### config.mk
export PLATFORM = sky130hd
export DESIGN_NAME = dma_bus_sched
export DESIGN_NICKNAME = d
export VERILOG_FILES = /design/src/rtl/dma_sched_pkg.sv /design/src/rtl/dma_addr_mux.sv /design/src/rtl/dma_bus_sched.sv
export SDC_FILE = /design/constraint.sdc
export NUM_CORES = 1
export LEC_CHECK = 0
export BUFFER_PORTS_ARGS = -buffer_cell sky130_fd_sc_hd__buf_2
export CAP_MARGIN = 10
export CORE_MARGIN = 3
export CORE_UTILIZATION = 44
export CTS_CLUSTER_DIAMETER = 100
export CTS_CLUSTER_SIZE = 30
export DETAILED_ROUTE_END_ITERATION = 8
export PLACE_DENSITY = 0.76
export RECOVER_POWER = 50
export SLEW_MARGIN = 20
export SYNTH_ARGS = -nofsm -noshare
export SYNTH_HDL_FRONTEND = slang
export SYNTH_SLANG_ARGS = --single-unit
### constraint.sdc
create_clock -name CLK -period 1.7 [get_ports CLK]
set_input_delay 0.085 -clock CLK [delete_from_list [all_inputs] [get_ports CLK]]
set_output_delay 0.085 -clock CLK [all_outputs]
set_load 0.02 [all_outputs]
### src/rtl/dma_sched_pkg.sv
// Shared types for the CPU / OAM DMA / DPCM DMA bus scheduler.
// Optional statistics are enabled by DMA_SCHED_STATS_EN.
`timescale 1ns/1ps

package dma_sched_pkg;

   typedef enum logic [2:0] {
      IDLE,
      HALT,
      ALIGN,
      OAM_GET,
      OAM_PUT,
      DMC_GET,
      REALIGN
   } state_t;

   typedef enum logic {
      GET = 1'b0,
      PUT = 1'b1
   } phase_t;

   localparam int          OAM_LEN_DEF      = 256;
   localparam logic [15:0] OAMDATA_ADDR_DEF = 16'h2004;

   function automatic logic is_waste(state_t s);
      return (s == ALIGN) || (s == REALIGN);
   endfunction

endpackage

### src/rtl/dma_addr_mux.sv
// External address / strobe mux: the CPU owns the pads unless
// a DMA get or put cycle is in progress.
`timescale 1ns/1ps

module dma_addr_mux
   import dma_sched_pkg::*;
#(
   parameter logic [15:0] OAMDATA_ADDR = OAMDATA_ADDR_DEF
) (
   input  state_t      state,
   input  logic [7:0]  page,
   input  logic [7:0]  count,
   input  logic        rnw,
   input  logic [15:0] cpu_addr,
   input  logic [15:0] dmc_addr,
   output logic [15:0] addr,
   output logic        rd,
   output logic        wr,
   output logic        spr
);

   always_comb begin
      addr = cpu_addr;
      rd   = 1'b0;
      wr   = 1'b0;
      spr  = 1'b0;
      unique case (1'b1)
         (state == OAM_GET): begin
            addr = {page, count};
            rd   = 1'b1;
         end
         (state == DMC_GET): begin
            addr = dmc_addr;
            rd   = 1'b1;
         end
         (state == OAM_PUT): begin
            addr = OAMDATA_ADDR;
            wr   = 1'b1;
            spr  = 1'b1;
         end
         // halted CPU keeps repeating its own read
         (state == HALT),
         (state == ALIGN): begin
            rd = rnw;
         end
         default: begin
         end
      endcase
   end

endmodule

### src/rtl/dma_bus_sched.sv
// Bus scheduler: owns RDY, interleaves OAM get/put pairs and DPCM reads.
// Define DMA_SCHED_STATS_EN to add the STAT_STEAL / STAT_WASTE counters.
`timescale 1ns/1ps

module dma_bus_sched
   import dma_sched_pkg::*;
#(
   parameter int          OAM_LEN      = OAM_LEN_DEF,
   parameter logic [15:0] OAMDATA_ADDR = OAMDATA_ADDR_DEF
) (
   input  logic        CLK,
   input  logic        n_RES,
   input  logic        RnW,
   input  logic        W4014,
   input  logic [7:0]  DB,
   input  logic [15:0] CPU_Addr,
   input  logic [15:0] DMC_Addr,
   input  logic        DMC_REQ,
   output logic        DMC_ACK,
   output logic        RDY,
   output logic [15:0] Addr,
   output logic        RD,
   output logic        WR,
   output logic        SPR_PPU,
   output logic        BUSY
`ifdef DMA_SCHED_STATS_EN
   ,
   output logic [15:0] STAT_STEAL,
   output logic [15:0] STAT_WASTE
`endif
);

   localparam int CW = $clog2(OAM_LEN + 1);

   state_t        state;
   state_t        state_nx;
   state_t        get_tgt;
   phase_t        phase;
   logic [7:0]    page;
   logic [CW-1:0] count;
   logic          oam_pend;
   logic          take_oam;
   logic          last_put;

   assign take_oam = W4014 & ~oam_pend;
   assign last_put = (state == OAM_PUT) &&
                     (count == CW'(OAM_LEN - 1));

   always_ff @(posedge CLK or negedge n_RES) begin
      if (!n_RES) begin
         phase <= GET;
      end else begin
         phase <= (phase == GET) ? PUT : GET;
      end
   end

   always_ff @(posedge CLK or negedge n_RES) begin
      if (!n_RES) begin
         state <= IDLE;
      end else begin
         state <= state_nx;
      end
   end

   // DPCM wins every GET-phase decision point
   always_comb begin
      get_tgt = IDLE;
      if (DMC_REQ) begin
         get_tgt = DMC_GET;
      end else if (oam_pend) begin
         get_tgt = OAM_GET;
      end
   end

   always_comb begin
      state_nx = state;
      unique case (state)
         IDLE: begin
            if (W4014 | oam_pend | DMC_REQ) begin
               state_nx = HALT;
            end
         end
         HALT: begin
            if (RnW) begin
               state_nx = (phase == PUT) ? get_tgt : ALIGN;
            end
         end
         ALIGN: begin
            if (phase == PUT) begin
               state_nx = get_tgt;
            end
         end
         OAM_GET: begin
            state_nx = OAM_PUT;
         end
         OAM_PUT: begin
            if (last_put) begin
               state_nx = IDLE;
            end else begin
               state_nx = DMC_REQ ? DMC_GET : OAM_GET;
            end
         end
         DMC_GET: begin
            state_nx = oam_pend ? REALIGN : IDLE;
         end
         REALIGN: begin
            state_nx = DMC_REQ ? DMC_GET : OAM_GET;
         end
         default: begin
            state_nx = IDLE;
         end
      endcase
   end

   always_comb begin
      RDY     = (state == IDLE);
      DMC_ACK = (state == DMC_GET);
      BUSY    = (state != IDLE) | oam_pend | DMC_REQ;
   end

   always_ff @(posedge CLK or negedge n_RES) begin
      if (!n_RES) begin
         page     <= '0;
         count    <= '0;
         oam_pend <= 1'b0;
      end else if (take_oam) begin
         page     <= DB;
         count    <= '0;
         oam_pend <= 1'b1;
      end else if (state == OAM_PUT) begin
         if (last_put) begin
            count    <= '0;
            oam_pend <= 1'b0;
         end else begin
            count <= count + CW'(1);
         end
      end
   end

   dma_addr_mux #(
      .OAMDATA_ADDR (OAMDATA_ADDR)
   ) u_mux (
      .state    (state),
      .page     (page),
      .count    (count[7:0]),
      .rnw      (RnW),
      .cpu_addr (CPU_Addr),
      .dmc_addr (DMC_Addr),
      .addr     (Addr),
      .rd       (RD),
      .wr       (WR),
      .spr      (SPR_PPU)
   );

`ifdef DMA_SCHED_STATS_EN
   logic steal_hit;
   logic waste_hit;

   assign steal_hit = (state == DMC_GET) && oam_pend;
   assign waste_hit = is_waste(state);

   always_ff @(posedge CLK or negedge n_RES) begin
      if (!n_RES) begin
         STAT_STEAL <= '0;
         STAT_WASTE <= '0;
      end else begin
         if (steal_hit && (STAT_STEAL != 16'hFFFF)) begin
            STAT_STEAL <= STAT_STEAL + 16'd1;
         end
         if (waste_hit && (STAT_WASTE != 16'hFFFF)) begin
            STAT_WASTE <= STAT_WASTE + 16'd1;
         end
      end
   end
`endif

endmodule
==> results.sh <==
export IMPL_outcome="finished with violations"
export IMPL_failing_checks="negative setup slack"
export IMPL_stdcell_area_um2=2280
export IMPL_clk_insertion_delay_late_ns=0.27
export IMPL_die_area_um2=4520
export IMPL_layout_common_cells="buf_2, nand2_1, buf_4"
export IMPL_worst_hold_slack_ns=0.00496
export IMPL_routability_cong=0.943
export IMPL_route_detailed_vias_per_inst=5.70
export IMPL_cts_root_buf="clkbuf_8"
export IMPL_grt_overflow=0
export IMPL_ctsLongestPathBuffers=2
export IMPL_power_share_combinational_pct=67.5
export IMPL_critPathMaxStageDelay_ns=0.46
export IMPL_path_type_of_the_worst_setup_path="reg -> out"
export IMPL_core_area_um2=3470
export IMPL_irDropWorstVdd_uv=678
export IMPL_worst_slew_pin_slew_ns=1.18
export IMPL_worst_setup_path_start_kind="flip-flop"
export IMPL_drt_pass1_iter_count=4
export IMPL_buffer_ports_inserted=66
export IMPL_tritoncts="done"
export IMPL_worst_r2r_path_depth=3
export IMPL_layout_nets=333
export IMPL_dominant_combinational_cell_family_by_area_after_synthesis="compound AO/OA/AOI/OAI gates"
export IMPL_gr_util_all_layers_pct=21.5
export IMPL_rows=21
export IMPL_timing_critical_path_slowest_stage_cell="dfrtp_2"
export IMPL_num_io_pins=67
export IMPL_holdPathStages=3
export IMPL_arrival_ns=1.62
export IMPL_cts_buffers=3
export IMPL_ys_seq_area_share_pct=33.4
export IMPL_timing_critical_path_fanout_max=11
export IMPL_crit_reg2reg_launch="state[0]$_DFFE_PN0P_"
export IMPL_rsz0062_at_grt="yes"
export IMPL_n_antenna_cell=0
export IMPL_cts_htree_levels=1
export IMPL_first_global_vias=1583
export IMPL_seq_area_um2=553
export IMPL_syn_instance_count=212
export IMPL_area_growth_syn_to_layout_pct=38.1
export IMPL_multi_input_combinational_cell_area_um2=1000
export IMPL_final_hold_viol_count=0
export IMPL_num_vias=1892
export IMPL_syn_nets=258
export IMPL_wire_per_inst_um=14.7
export IMPL_dieWidth_um=67.2
export IMPL_power_sequential_fraction_pct=19.0
export IMPL_clock_fmax_mhz=585
export IMPL_detail_route_drc_violations=0
export IMPL_setup_worst_path_start="state[0]$_DFFE_PN0P_"
export IMPL_synth_compound_area_share_pct=30.2
export IMPL_synth_simple_gate_area_share_pct=24.6
export IMPL_final_critical_path_setup_slack_ns=-0.00827
export IMPL_fin_crit_ns=1.71
export IMPL_post_route_cells_drive_above_1_share_pct=33.9
export IMPL_hp_start="DB[1]"
export IMPL_worst_endpoint_required_ns=1.62
export IMPL_dpl_wire_length_mm=3.56
export IMPL_critical_path_reg2reg_endpoint="count[8]$_DFFE_PN0P_"
export IMPL_dpl_cell_area_um2=2080
export IMPL_leakage_nw=1.14
export IMPL_hold_path_class="in -> reg"
export IMPL_fillers=329
export IMPL_setup_slack_on_the_worst_flop_to_flop_path_ns=0.09
export IMPL_floorplan_die_height_um=67.2
export IMPL_drtIter0Drc=146
export IMPL_synthAdderAreaFrac_pct=0.759
export IMPL_sw_frac_of_total_pct=46.1
export IMPL_synth_cell_area_um2=1650
export IMPL_mostFrequentLayoutCell="buf_2"
export IMPL_antenna_found_initial=0
export IMPL_timing_clock_skew_ns=0.00175
export IMPL_cell_variety_after_synth=38
export IMPL_overall_routed_net_length_mm=4.88
export IMPL_min_delay_worst_endpoint="page[1]$_DFFE_PN0P_"
export IMPL_cell_pwr_density_nw_per_um2=1590
export IMPL_power_internal_mw=1.95
export IMPL_ys_warnings_count=0
export IMPL_period_share_pct=100
export IMPL_sw_power_mw=1.67
export IMPL_drt_antenna_violating_nets=0
export IMPL_final_setup_violation_count=1
export IMPL_postSynthRegisterBits=22
export IMPL_share_of_cell_area_taken_by_muxes_after_synthesis_pct=1.21
export IMPL_cts_sinks=22
export IMPL_grt_start_max_net_pins=39
export IMPL_wire_length_of_the_first_global_routing_pass_mm=7.44
export IMPL_clk_pin_slew_worst_setup_hold_paths_ns=0.08
export IMPL_critPathCaptureType="primary output"
export IMPL_max_slew_margin_pct=21.6
export IMPL_drv_slew=0
export IMPL_effective_utilization_at_floorplan_pct=47.5
export IMPL_power_clock_fraction_pct=13.5
export IMPL_synth_xor_area_share_pct=3.19
export IMPL_synth_area_per_cell_um2=7.78
export IMPL_max_cap_violations=0
export IMPL_cp_common_cell="buf_4"
export IMPL_timing_critical_path_cells="buf_4, and3_1, a211oi_1, a21oi_1, buf_4"
[critical path, delay by kind of cell, from the launching register on]
kind / cells / cell delay (ns)
AOI/OAI and AO/OA: 2 / 0.37
and+or+nand+nor: 1 / 0.19
DFF: 1 / 0.46
buffers and inverters: 2 / 0.35
[through the flow]
step	util [%]	cells	setup TNS [ns]	setup WS, ns	total power [mW]
after floorplan	-	212	0	0.0139	2.15
after global placement	60.0	321	0	0.0843	2.81
after detailed placement	60.0	321	0	0.0667	2.83
after CTS	63.6	329	0	0.00449	3.39
after global routing	65.7	332	-0.139	-0.0488	3.87
final	65.7	332	-0.00827	-0.00827	3.62
[final cells by class]
type | count | share of cell area [%]
clock buffer | 3 | 1.81
clock inverter | 1 | 1.32
inverter | 4 | 0.824
multi-input combinational | 166 | 44.1
sequential | 22 | 24.3
tap | 46 | 2.53
timing repair buffer | 90 | 25.2
[sequential cells by signal, indices dropped and copies added (netlist names)]
signal	count
page	8
state	3
count	9
oam_pend	1
phase	1
[how the worst max path moves through the flow]
stage / end / slack, ns
final: Addr[10] / -0.008
after detailed placement: Addr[10] / 0.07
after CTS: Addr[8] / 0.004
after floorplan: BUSY / 0.01
after global routing: Addr[0] / -0.05
after global placement: Addr[2] / 0.08
[power groups by stage]
stage          clock [mW]  sequential (mW)  combinational [mW]
2_1_floorplan           0            0.686                1.46
3_3_place_gp            0            0.680                2.13
3_5_place_dp            0            0.685                2.14
4_1_cts             0.498            0.681                2.21
5_1_grt             0.519            0.695                2.65
6_report            0.489            0.686                2.44
[Yosys cell counts]
master / instances / area share (%)
buf_4: 1 / 0.46
mux2i_1: 2 / 1.2
nor2_2: 1 / 0.38
a211oi_1: 16 / 7.3
buf_6: 2 / 1.4
nand2_1: 34 / 7.7
nand4_1: 2 / 0.76
buf_1: 1 / 0.23
ha_1: 1 / 0.76
nand3_1: 6 / 1.8
a21oi_1: 20 / 6.1
nor3_1: 4 / 1.2
o41a_1: 1 / 0.68
nor2_1: 8 / 1.8
o21ai_0: 11 / 3.3
clkinv_1: 1 / 0.23
and4b_1: 2 / 1.2
a22oi_1: 14 / 6.4
a41oi_1: 1 / 0.53
o221ai_1: 2 / 1.1
and3_1: 17 / 6.4
or3b_1: 1 / 0.53
nand2b_1: 1 / 0.38
xor2_1: 5 / 2.7
o2111ai_1: 5 / 2.7
or3_1: 1 / 0.38
buf_2: 1 / 0.30
nor2b_1: 4 / 1.5
xnor2_1: 1 / 0.53
a31oi_1: 1 / 0.38
o21ai_2: 1 / 0.53
inv_2: 1 / 0.23
inv_1: 2 / 0.46
clkbuf_1: 15 / 3.4
o211ai_1: 2 / 0.91
dfrtp_1: 22 / 33
nor4_1: 1 / 0.38
o22ai_1: 1 / 0.38
[what timing repair did]
action | 4_1_cts | 5_1_grt
setup endpoints to repair | 16 | 21
hold buffers | 3 | 0
hold endpoints to repair | 24 | 0
gates cloned | 1 | 1
pin swaps | 0 | 4
resized for setup | 6 | 15
buffers inserted | 0 | 2
[routing by layer]
| layer | routed length, µm | track usage [%] | vias to the layer above |
|---|---|---|---|
| li1 | - | - | 941 |
| met1 | 2190 | 31.4 | 850 |
| met2 | 2130 | 33.1 | 97 |
| met3 | 515 | 2.00 | 4 |
| met4 | 48 | 7.34 | 0 |
| met5 | 0 | 0 | - |
[kinds of logic (layout without fill, tap and decap cells)]
kind of cell / after synthesis / in the layout
compound gates: 75 / 75
xor+xnor: 6 / 6
fa+ha+maj: 1 / 1
buf+inv: 24 / 98
flops: 22 / 22
mux: 2 / 2
simple gates: 82 / 82
No activity file was read; power rests on OpenSTA's default activity.
